===== config.mk =====
export PLATFORM = sky130hd
export DESIGN_NAME = uart_tx_frame_flat
export DESIGN_NICKNAME = d
export VERILOG_FILES = /design/src/rtl/uart_tx_pkg.sv /design/src/rtl/uart_tx_frame_if.sv /design/src/rtl/uart_bit_timer.sv /design/src/rtl/uart_tx_frame.sv /design/src/flat_wrapper.sv
export SDC_FILE = /design/constraint.sdc
export NUM_CORES = 1
export LEC_CHECK = 0
export ABC_AREA = 1
export BUFFER_PORTS_ARGS = -buffer_cell sky130_fd_sc_hd__buf_2
export CAP_MARGIN = 20
export CORE_ASPECT_RATIO = 2
export CORE_MARGIN = 2
export CORE_UTILIZATION = 40
export CTS_BUF_LIST = sky130_fd_sc_hd__clkbuf_16
export DETAILED_ROUTE_END_ITERATION = 8
export MAX_ROUTING_LAYER = met4
export REMOVE_ABC_BUFFERS = 1
export SLEW_MARGIN = 20
export SYNTH_ARGS = -nofsm -noshare
export SYNTH_HDL_FRONTEND = slang
export SYNTH_SLANG_ARGS = --single-unit

===== constraint.sdc =====
create_clock -name i_clk -period 3.55 [get_ports i_clk]
set_input_delay 0.71 -clock i_clk [delete_from_list [all_inputs] [get_ports i_clk]]
set_output_delay 0.71 -clock i_clk [all_outputs]
set_load 0.02 [all_outputs]

===== src/rtl/uart_tx_pkg.sv =====
// uart_tx_pkg: shared FSM state encoding and parity-type constants for the UART TX frame engine
package uart_tx_pkg;

    typedef enum logic [2:0] {
        IDLE,
        START,
        DATA,
        PARITY,
        STOP
    } state_t;

    localparam logic PAR_EVEN = 1'b0;
    localparam logic PAR_ODD  = 1'b1;

endpackage


===== src/rtl/uart_tx_frame_if.sv =====
// uart_tx_frame_if: frame request, configuration and line/status signals between a TX source and the frame engine
interface uart_tx_frame_if #(
    parameter int WIDTH      = 8,
    parameter int PRESCALE_W = 8
);

    logic [WIDTH-1:0]      p_data;
    logic                  data_valid;
    logic                  par_en;
    logic                  par_typ;
    logic                  stop2;
    logic                  msb_first;
    logic [PRESCALE_W-1:0] prescale;
    logic                  tx_out;
    logic                  busy;
    logic                  done;

    modport master (
        output p_data, data_valid, par_en, par_typ, stop2, msb_first, prescale,
        input  tx_out, busy, done
    );

    modport slave (
        input  p_data, data_valid, par_en, par_typ, stop2, msb_first, prescale,
        output tx_out, busy, done
    );

endinterface


===== src/rtl/uart_bit_timer.sv =====
// uart_bit_timer: counts clock cycles within one bit period and flags its last cycle
module uart_bit_timer #(
    parameter int PRESCALE_W = 8
) (
    input  logic                  i_clk,
    input  logic                  i_rst_n,
    input  logic                  i_en,
    input  logic                  i_clear,
    input  logic [PRESCALE_W-1:0] i_prescale,
    output logic                  o_bit_end,
    output logic                  o_bit_end_nxt
);

    logic [PRESCALE_W-1:0] r_cnt;
    logic [PRESCALE_W-1:0] w_cnt_nxt;

    // The counter restarts at every bit boundary, so it never wraps inside a bit.
    assign o_bit_end     = i_en && (r_cnt == i_prescale);
    assign w_cnt_nxt     = (i_clear || !i_en || o_bit_end) ? '0 : r_cnt + 1'b1;
    // Lets the frame engine register a pulse that lines up with the coming last cycle.
    assign o_bit_end_nxt = (w_cnt_nxt == i_prescale);

    // Cycle-within-bit counter.
    always_ff @(posedge i_clk) begin
        if (!i_rst_n) r_cnt <= '0;
        else          r_cnt <= w_cnt_nxt;
    end

endmodule


===== src/rtl/uart_tx_frame.sv =====
// uart_tx_frame: serialises a parallel word into start, data, optional parity and one or two stop bits
module uart_tx_frame
    import uart_tx_pkg::*;
#(
    parameter int WIDTH      = 8,
    parameter int PRESCALE_W = 8
) (
    input logic            i_clk,
    input logic            i_rst_n,
    uart_tx_frame_if.slave s_bus
);

    localparam int IDX_W = $clog2(WIDTH) + 1;
    localparam logic [IDX_W-1:0] LAST_IDX = IDX_W'(WIDTH - 1);

    state_t                r_state, w_state;
    logic                  r_tx, w_tx;
    logic                  r_busy, w_busy;
    logic                  r_done, w_done;
    logic [WIDTH-1:0]      r_shift, w_shift, w_shifted;
    logic [IDX_W-1:0]      r_idx, w_idx;
    logic                  r_stop_cnt, w_stop_cnt;
    logic                  w_accept;
    logic                  r_par_en, r_parity, r_stop2, r_msb;
    logic [PRESCALE_W-1:0] r_pre;
    logic                  w_bit_end, w_bit_end_nxt;

    uart_bit_timer #(.PRESCALE_W(PRESCALE_W)) u_timer (
        .i_clk         (i_clk),
        .i_rst_n       (i_rst_n),
        .i_en          (r_busy),
        .i_clear       (w_accept),
        .i_prescale    (r_pre),
        .o_bit_end     (w_bit_end),
        .o_bit_end_nxt (w_bit_end_nxt)
    );

    assign w_shifted = r_msb ? (r_shift << 1) : (r_shift >> 1);

    // Next-state and next-output logic; the line value for each bit is set on entry to it.
    always_comb begin
        w_state    = r_state;
        w_tx       = r_tx;
        w_busy     = r_busy;
        w_shift    = r_shift;
        w_idx      = r_idx;
        w_stop_cnt = r_stop_cnt;
        w_accept   = 1'b0;
        case (r_state)
            IDLE:   w_accept = s_bus.data_valid;
            START:  if (w_bit_end) begin
                        w_state = DATA;
                        w_tx    = r_msb ? r_shift[WIDTH-1] : r_shift[0];
                    end
            DATA:   if (w_bit_end) begin
                        if (r_idx == LAST_IDX) begin
                            w_state    = r_par_en ? PARITY : STOP;
                            w_tx       = r_par_en ? r_parity : 1'b1;
                            w_stop_cnt = 1'b0;
                        end else begin
                            w_idx   = r_idx + 1'b1;
                            w_shift = w_shifted;
                            w_tx    = r_msb ? w_shifted[WIDTH-1] : w_shifted[0];
                        end
                    end
            PARITY: if (w_bit_end) begin
                        w_state    = STOP;
                        w_tx       = 1'b1;
                        w_stop_cnt = 1'b0;
                    end
            STOP:   if (w_bit_end) begin
                        if (r_stop2 && !r_stop_cnt) begin
                            w_stop_cnt = 1'b1;
                        end else begin
                            w_state  = IDLE;
                            w_busy   = 1'b0;
                            w_tx     = 1'b1;
                            w_accept = s_bus.data_valid;
                        end
                    end
            default: begin
                        w_state = IDLE;
                        w_busy  = 1'b0;
                        w_tx    = 1'b1;
                    end
        endcase
        if (w_accept) begin
            w_state    = START;
            w_tx       = 1'b0;
            w_busy     = 1'b1;
            w_shift    = s_bus.p_data;
            w_idx      = '0;
            w_stop_cnt = 1'b0;
        end
        // Done marks the last cycle of the final stop bit, so a request seen then starts the next frame gaplessly.
        w_done = (w_state == STOP) && (!r_stop2 || w_stop_cnt) && w_bit_end_nxt;
    end

    // State, shift register, counters and registered outputs.
    always_ff @(posedge i_clk) begin
        if (!i_rst_n) begin
            r_state    <= IDLE;
            r_tx       <= 1'b1;
            r_busy     <= 1'b0;
            r_done     <= 1'b0;
            r_shift    <= '0;
            r_idx      <= '0;
            r_stop_cnt <= 1'b0;
        end else begin
            r_state    <= w_state;
            r_tx       <= w_tx;
            r_busy     <= w_busy;
            r_done     <= w_done;
            r_shift    <= w_shift;
            r_idx      <= w_idx;
            r_stop_cnt <= w_stop_cnt;
        end
    end

    // Frame configuration and parity are frozen at acceptance.
    always_ff @(posedge i_clk) begin
        if (!i_rst_n) begin
            r_par_en <= 1'b0;
            r_parity <= 1'b0;
            r_stop2  <= 1'b0;
            r_msb    <= 1'b0;
            r_pre    <= '0;
        end else if (w_accept) begin
            r_par_en <= s_bus.par_en;
            r_parity <= (^s_bus.p_data) ^ (s_bus.par_typ == PAR_ODD);
            r_stop2  <= s_bus.stop2;
            r_msb    <= s_bus.msb_first;
            r_pre    <= s_bus.prescale;
        end
    end

    assign s_bus.tx_out = r_tx;
    assign s_bus.busy   = r_busy;
    assign s_bus.done   = r_done;

endmodule

===== src/flat_wrapper.sv =====
// flat-port wrapper written by rule: the top's interface ports become plain ports
module uart_tx_frame_flat import uart_tx_pkg::*;
#(
    parameter int WIDTH      = 8,
    parameter int PRESCALE_W = 8
)
  (i_clk, i_rst_n, s_bus_p_data, s_bus_data_valid, s_bus_par_en, s_bus_par_typ, s_bus_stop2, s_bus_msb_first, s_bus_prescale, s_bus_tx_out, s_bus_busy, s_bus_done);
  uart_tx_frame_if #(.WIDTH(WIDTH), .PRESCALE_W(PRESCALE_W)) s_bus_i ();
  input logic i_clk;
  input logic i_rst_n;
  input wire logic [$bits(s_bus_i.p_data)-1:0] s_bus_p_data;
  input wire logic [$bits(s_bus_i.data_valid)-1:0] s_bus_data_valid;
  input wire logic [$bits(s_bus_i.par_en)-1:0] s_bus_par_en;
  input wire logic [$bits(s_bus_i.par_typ)-1:0] s_bus_par_typ;
  input wire logic [$bits(s_bus_i.stop2)-1:0] s_bus_stop2;
  input wire logic [$bits(s_bus_i.msb_first)-1:0] s_bus_msb_first;
  input wire logic [$bits(s_bus_i.prescale)-1:0] s_bus_prescale;
  output wire logic [$bits(s_bus_i.tx_out)-1:0] s_bus_tx_out;
  output wire logic [$bits(s_bus_i.busy)-1:0] s_bus_busy;
  output wire logic [$bits(s_bus_i.done)-1:0] s_bus_done;
  assign s_bus_i.p_data = s_bus_p_data;
  assign s_bus_i.data_valid = s_bus_data_valid;
  assign s_bus_i.par_en = s_bus_par_en;
  assign s_bus_i.par_typ = s_bus_par_typ;
  assign s_bus_i.stop2 = s_bus_stop2;
  assign s_bus_i.msb_first = s_bus_msb_first;
  assign s_bus_i.prescale = s_bus_prescale;
  assign s_bus_tx_out = s_bus_i.tx_out;
  assign s_bus_busy = s_bus_i.busy;
  assign s_bus_done = s_bus_i.done;
  uart_tx_frame #(.WIDTH(WIDTH), .PRESCALE_W(PRESCALE_W)) u_core (.i_clk(i_clk), .i_rst_n(i_rst_n), .s_bus(s_bus_i));
endmodule

==> metrics.md <==
| Metric | Value |
|---|---|
| Fraction of registers with async set/reset | 0% |
| Clock root buffer | clkbuf_16 |
| DR iter-0 viols | 84 |
| Critical Path Start Type | flop |
| Synth area leaders | dfxtp_1 35%, nand2_1 13%, nor2_1 6.0%, o21ai_0 5.3%, inv_1 5.3% |
| Final setup violation count | 0 |
| Largest net degree at the start of global routing | 27 |
| Synthesis warning total | 0 |
| Max-cap viol count | 0 |
| Max-slew headroom | approximately 54% |
| Fillcell total | about 580 |
| WS Path Type | reg2reg |
| Multi-input logic area | ~1300 sq um |
| I/O Buffers | 25 |
| Clk_lat worst skew | 0.28 ns |
| Post-CTS Hold Fix Bufs | 0 |
| Worst Tran Pin Value | 0.688 ns |
| Antenna violations before repair | 0 |
| Most frequent cell after synthesis | nand2_1 |
| Total GRT Usage | around a fifth |
| Avg Vias per Cell | 5.15 |
| Clk sinks | 39 |
| Final period utilization | 58.3% |
| First-pass GRT wire length | between 9000 and 10000 um |
| Syn Area/Cell | approximately 7 sq um |
| DR vias | approximately 2100 |
| Final ANT Viol Nets | 0 |
| Post-DP HPWL | between 4000 and 5000 um |
| H-tree lvl count | 2 |
| RePlAce Congestion | approximately 0.84 |
| Vias in the first global route | ~2100 |
| Synthesized area | between 2000 and 2500 sq um |
| Drt first pass iters | 4 |
| Post-synth EDFFs | 0 |
| CP Data Arrival Time | 2.29 ns |
| Postcts setup bufs | 0 |
| Register area | between 700 and 800 sq um |
| Hold WC Path Type | reg2reg |
| Num CTS Buffers | 5 |
| Io pins | 26 |
| Synth unique cells | 30 |
| Total negative setup slack | 0 ns |
| Worst Skew | between 0.002 and 0.0025 ns |
| Inserted Diodes | 0 |
| Slew Limit Fails | 0 |
| Sequential share of the synthesized area | roughly 35% |
| FP Rows | 38 |
| Cts repair resizes | 0 |
| Gate Count Post-Synth | 330 |
| Final hold viol count | 0 |
| Min Tclk post-route | between 2 and 2.5 ns |
| FMAX | around 0.48 GHz |
| CTS Buffer Depth | 2 |
| Peak supply drop | ~0.0003 V |
| Flops & latches, synth | 39 |
| Core area | between 5000 and 6000 sq um |
| Worst-path maximum fanout | 20 |
| Die Footprint | 6300 sq um |
| LEAKAGE | around 1.1 nW |
| Synth Flop Type | dfxtp_1 |
| Outcome | finished, final reports clean |
| WL final | ~5700 um |
| Area grow syn2layout | 12.5% |
| Post-placement cell count | roughly 410 |
| Chip width | 57.1 um |
| Nets | around 380 |
| P per Cell Area | 467 nW/um^2 |
| CTS tree | built |
| Post-synth top cells | 76 x nand2_1, 39 x dfxtp_1, 36 x nor2_1 |
| Synth area leader | dfxtp_1 |
| RSZ-0062 raised after global routing | no |
| DRC | 0 |
| WP data required | between 3 and 4 ns |
| Initial Utilization | between 40% and 50% |
| Clk pin slew, worst setup/hold paths | approximately 0.05 ns |
| Die height | about 110 um |
| Share of the synthesized area in the top cell type | 34.6% |
| Non-filler cells in the finished layout | between 400 and 500 |
| Avg WL per Cell | 13.7 um |
| GRT overflow | 0 |
| CP Capture Type | flop |
| Layout cell share with drive strength beyond 1 | around 14% |
where the power goes:
| part | internal, mW | total [mW] | leakage [nW] | switching (mW) |
|---|---|---|---|---|
| Sequential | 0.472 | 0.506 | 0.319 | 0.0341 |
| Clock | 0.253 | 0.419 | 0.0701 | 0.166 |
| Combinational | 0.0921 | 0.260 | 0.684 | 0.168 |
worst max-delay path, cell delays in order (launching register included):
cell and delay (ns):
dfxtp_1 0.41, inv_1 0.08, nand2_1 0.07, nand2_1 0.07, nand3_1 0.09, nor2_1 0.05, nand2_1 0.07, nand3_1 0.45
nor2_1 0.28, xor2_1 0.21, nand4_1 0.12, nor2_1 0.11
cell usage in the layout (no fill, tap or decap):
master and instances:
nand2_1 76, dfxtp_1 39, nor2_1 36, inv_1 33, buf_2 25, o21ai_0 24, a21oi_1 23, nand3_1 17
nor3_1 13, xor2_1 10, xnor2_1 9, mux2i_1 6, nand4_1 5, clkbuf_16 5, inv_2 4, nor2_4 4
a31oi_1 4, nand2_2 3, clkinv_1 3, nand2_4 3, nand3_2 2, o21ai_1 2, ha_1 2, inv_6 1
and2_1 1, inv_4 1, nand4_2 1, o211ai_1 1
per-layer routing:
layer	vias up	share of wire, %	global-route usage, %	routed length (um)
met2	40	58	40.5	3280
met4	0	3.3	10.3	187
met1	973	37	18.6	2070
met3	12	2.3	2.57	130
met5	-	0	-	0
li1	1104	-	-	-
flip-flops by register name (all words and copies together) (netlist names):
name,cells
u_core.r_idx,4
u_core.r_par_en,1
u_core.r_msb,1
u_core.r_pre,8
u_core.r_shift,8
u_core.s_bus.busy,1
u_core.s_bus.done,1
u_core.s_bus.tx_out,1
u_core.r_state,3
u_core.u_timer.r_cnt,8
u_core.r_stop2,1
u_core.r_stop_cnt,1
u_core.r_parity,1
through the flow:
step	total power [mW]	utilization [%]	hold WS [ns]	setup WS [ns]	cell area [sq um]
2_1_floorplan	0.699	-	0.456	1.80	2200
3_3_place_gp	0.774	44.3	0.469	1.39	2400
3_5_place_dp	0.777	44.3	0.483	1.42	2400
4_1_cts	1.20	46.8	0.495	1.49	2540
5_1_grt	1.26	46.8	0.518	1.19	2540
6_report	1.18	46.8	0.485	1.48	2540
cell type report:
class,count,share of cell area (%)
Clock buffer,5,4.93
Clock inverter,3,0.444
Multi-Input combinational cell,242,49.9
Tap cell,60,2.96
Sequential cell,39,30.8
Timing Repair Buffer,25,4.93
Inverter,39,6.06
worst paths after layout:
check             cells after the start                    start  slack (ns)             endpoint
setup / recovery                     11  u_core.u_timer.r_cnt[4]        1.48    u_core.s_bus.done
hold / removal                        2      u_core.s_bus.tx_out        0.48  u_core.s_bus.tx_out
setup reg to reg                     11  u_core.u_timer.r_cnt[4]        1.48    u_core.s_bus.done
hold reg to reg                       2      u_core.s_bus.tx_out        0.48  u_core.s_bus.tx_out
cell families after synthesis:
logic type / Yosys count / synth area share [%]
DFF: 39 / 34.6
buffers and inverters: 49 / 9.26
adders and majority gates: 2 / 1.11
muxes: 6 / 2.66
AOI/OAI and AO/OA: 54 / 12.3
and+or+nand+nor: 161 / 32.7
xor gates and xnor gates: 19 / 7.37
Note: power is estimated with default switching activity, not from simulation.
